## config.mk

```make
export PLATFORM = sky130hd
export DESIGN_NAME = mem_access_unit
export DESIGN_NICKNAME = d
export VERILOG_FILES = /design/src/rtl/mem_pkg.sv /design/src/rtl/mem_extend.sv /design/src/rtl/mem_access_unit.sv
export SDC_FILE = /design/constraint.sdc
export NUM_CORES = 1
export LEC_CHECK = 0
export CAP_MARGIN = 20
export CORE_AREA = 2 2 39 41
export DETAILED_ROUTE_END_ITERATION = 8
export DIE_AREA = 0 0 41 43
export DONT_BUFFER_PORTS = 1
export PLACE_DENSITY = 0.52
export SLEW_MARGIN = 20
export SYNTH_ARGS = -nofsm -noshare
export SYNTH_HDL_FRONTEND = slang
export SYNTH_SLANG_ARGS = --single-unit
```

## constraint.sdc

```tcl
create_clock -name clk -period 1.5 [get_ports clk]
set_input_delay 0.225 -clock clk [delete_from_list [all_inputs] [get_ports clk]]
set_output_delay 0.225 -clock clk [all_outputs]
set_load 0.02 [all_outputs]
```

## src/rtl/mem_pkg.sv

```systemverilog
// mem_pkg: shared width codes and datapath constants for the data-memory formatter
package mem_pkg;
  localparam int XLEN = 32;
  localparam logic [2:0] F3_B  = 3'b000;
  localparam logic [2:0] F3_H  = 3'b001;
  localparam logic [2:0] F3_W  = 3'b010;
  localparam logic [2:0] F3_BU = 3'b100;
  localparam logic [2:0] F3_HU = 3'b101;
  typedef enum logic {EXT_BYTE, EXT_HALF} ext_width_e;
endpackage

```

## src/rtl/mem_extend.sv

```systemverilog
// mem_extend: truncate to byte or halfword lane 0, then sign- or zero-extend
module mem_extend
  import mem_pkg::*;
(
  input  logic [XLEN-1:0] data,
  input  ext_width_e      width,
  input  logic            sgn,
  output logic [XLEN-1:0] ext
);
  always_comb
    ext = width == EXT_HALF ? {{(XLEN-16){sgn & data[15]}}, data[15:0]}
                            : {{(XLEN-8){sgn & data[7]}}, data[7:0]};
endmodule

```

## src/rtl/mem_access_unit.sv

```systemverilog
// mem_access_unit: funct3 width formatter shared by load and store paths, with sticky illegal-code flag
module mem_access_unit
  import mem_pkg::*;
#(
  parameter int XLEN = 32
) (
  input  logic            clk,
  input  logic            rst,
  input  logic [XLEN-1:0] data_in,
  input  logic [2:0]      function3,
  output logic [XLEN-1:0] data_out,
  output logic            illegal,
  output logic            illegal_seen
);
  ext_width_e      width;
  logic            sgn;
  logic [XLEN-1:0] ext;
  mem_extend u_ext (
    .data  (data_in),
    .width (width),
    .sgn   (sgn),
    .ext   (ext)
  );
  // bit 2 of funct3 selects the unsigned variants; undefined codes pass the word through
  always_comb begin
    illegal  = function3 == 3'b011 || function3[2:1] == 2'b11;
    width    = (function3 == F3_H || function3 == F3_HU) ? EXT_HALF : EXT_BYTE;
    sgn      = !function3[2];
    data_out = (illegal || function3 == F3_W) ? data_in : ext;
  end
  always_ff @(posedge clk or negedge rst)
    if (!rst) illegal_seen <= 1'b0;
    else if (illegal) illegal_seen <= 1'b1;
endmodule

```

==> metrics.md <==
| Metric | Value |
|---|---|
| Fin util | `0.3192` |
| Layout cell share with drive strength beyond 1 | `0.2676` |
| GRT Residual Overflow | `0` |
| CP Class | `primary input to output pin` |
| Ant diodes | `0` |
| Synthesized Nets | `107` |
| DRC Markers | `0` |
| R2R cell count | `1` |
| Clock latency on the worst-skew pair | `0 ns` |
| Worst hold path class | `primary input to async pin` |
| Layout Nets | `110` |
| Final max-slew violation count | `0` |
| Worst vdd ir | `0.1162 mV` |
| Port Buffers | `0` |
| Antenna violations before repair | `0` |
| Pleak | `0.2119 nW` |
| Relative slew margins | `0.7264` |
| Yosys cell types | `13` |
| Switch Pwr | `114.4 uW` |
| Count of cells resized by post-cts repair | `0` |
| Post-Syn Area | `402.9 um^2` |
| Via count | `443` |
| Final WS setup | `0.2383 ns` |
| Largest net degree at the start of global routing | `28` |
| Clk pwr share | `0` |
| Clock skew after layout | `0 ns` |
| Combinational share of power | `0.869` |
| Routed length per instance | `12.28 um` |
| Die area | `1763 um^2` |
| CP arrival | `1.04 ns` |
| Pre-CTS setup slack | `0.2463 ns` |
| First-pass GRT wire length | `1324 um` |
| Synth-to-Final Area Change | `9.628%` |
| Ys Warns | `0` |
| Area of the core | `1384 um^2` |
| DP HPWL | `870.7 um` |
| Sequential share of power | `0.131` |
| Num ports | `71` |
| Max Fclk | `792.6 MHz` |
| Cell-internal power | `95.69 uW` |
| RR Endpoint | `illegal_seen$_DFFE_PN0P_` |
| Routed vias/inst | `5.092` |
| Drt first-iter violations | `1` |
| Biggest register | `illegal_seen` |
| Tcrit/Tclk final | `0.8412` |
| Vias in the first global route | `323` |
| Post-route ant nets | `0` |
| Die W | `41 um` |
| Area of the multi-input gates | `266.5 um^2` |
| Final setup viols | `0` |
| First-pass DRT Iterations | `2` |
| Status | `finished, final reports clean` |
| Cells after Synth | `70` |
| RSZ-0062 raised after global routing | `no` |
| Worst Path Required | `1.27 ns` |
| PwrDens | `475.7 nW/um^2` |
| Sw frac | `0.5446` |
| Setup repair bufs after CTS | `0` |
| Fin crit period | `1.262 ns` |
| CTS clk-pin slew, worst paths | `0 ns` |
| Synth Register Bits | `1` |
| Filler cells | `152` |
| Final Hold Fails | `0` |
| Num rows | `14` |
| Worst-path maximum fanout | `27` |
| # hold bufs at CTS | `1` |
| Max FFs per register | `1` |
| FF-to-FF setup slack | `0.62 ns` |
| DRT Wirelength | `1068 um` |
| Max Cap Viol | `0` |
| Register area share after synthesis | `0.06211` |
| Routability cong. | `0.6906` |
| Initial Utilization | `0.2911` |
| Die H | `43 um` |
| Total Routing Usage GR | `0.09910` |
| Worst-margin pin slew | `0.4104 ns` |
| Reg2Reg Launch Point | `illegal_seen$_DFFE_PN0P_` |
| Crit end category | `output pin` |
| Highest-count cells in the layout ignoring fill and taps | `24 x nand2_1, 24 x o21ai_0, 16 x buf_4` |
| CP startpoint kind | `primary input` |
| Largest regs | `illegal_seen: 1 flops` |
| Register area | `25.02 um^2` |
| Avg Inst Size Synth | `5.756 um^2` |
## synth_stat cells
library cell	instances	area [um^2]
mux2i_4	1	22.52
o21ai_0	24	120.1
buf_2	1	5.000
nand2_1	24	90.09
or2_1	1	6.260
or2_2	1	6.260
clkbuf_2	1	5.000
or4b_4	1	13.76
clkbuf_1	3	11.26
o21a_1	1	7.510
buf_6	2	22.52
buf_4	9	67.56
dfrtp_1	1	25.02
## how the worst max path moves through the flow
stage                       startpoint      endpoint  slack, ns
after CTS                 function3[1]  data_out[16]       0.24
after global placement    function3[1]  data_out[16]       0.26
after detailed placement  function3[1]  data_out[17]       0.25
after floorplan           function3[1]  data_out[16]      -0.05
after global routing      function3[1]  data_out[19]       0.16
final                     function3[1]  data_out[16]       0.24
## through the flow
step,std cells,setup TNS [ns],total power [mW],instance area (um^2),hold slack [ns]
global placement,86,0,0.2080,431.7,-0.07057
CTS,87,0,0.2118,441.7,0.4431
detailed placement,86,0,0.2093,431.7,-0.07057
floorplan,70,-0.5331,0.1999,402.9,-0.07059
global route,87,0,0.2265,441.7,0.4501
finish,87,0,0.2101,441.7,0.4448
## cells by family after synthesis
family                 Yosys count  share of synthesized area
multiplexers                     1                    0.05590
flip-flops                       1                    0.06210
AO/OA/AOI/OAI                   25                     0.3168
buffers and inverters           16                     0.2764
AND/OR/NAND/NOR                 27                     0.2888
## worst max-delay path: stages
cell and delay, ns:
or2_1 0.37, o21ai_0 0.26, buf_4 0.18
## layout make-up
class | instances | share of cell area
Timing Repair Buffer | 17 | 0.2946
Tap cell | 16 | 0.04533
Sequential cell | 1 | 0.05666
Multi-Input combinational cell | 53 | 0.6034
## metal layers
metal | vias to the layer above | track usage | wire length, um
met5 | - | 0 | 0
met4 | 0 | 0 | 0
met3 | 0 | 0.005236 | 168
met2 | 42 | 0.1969 | 527
met1 | 177 | 0.1115 | 371
li1 | 224 | - | -
## power groups by stage
stage | Combinational, mW | Sequential [mW] | Clock [mW]
6_report | 0.183 | 0.0275 | 0
5_1_grt | 0.199 | 0.0275 | 0
4_1_cts | 0.184 | 0.0275 | 0
3_5_place_dp | 0.182 | 0.0275 | 0
3_3_place_gp | 0.181 | 0.0275 | 0
2_1_floorplan | 0.172 | 0.0275 | 0
(Power assumes the default switching activity.)
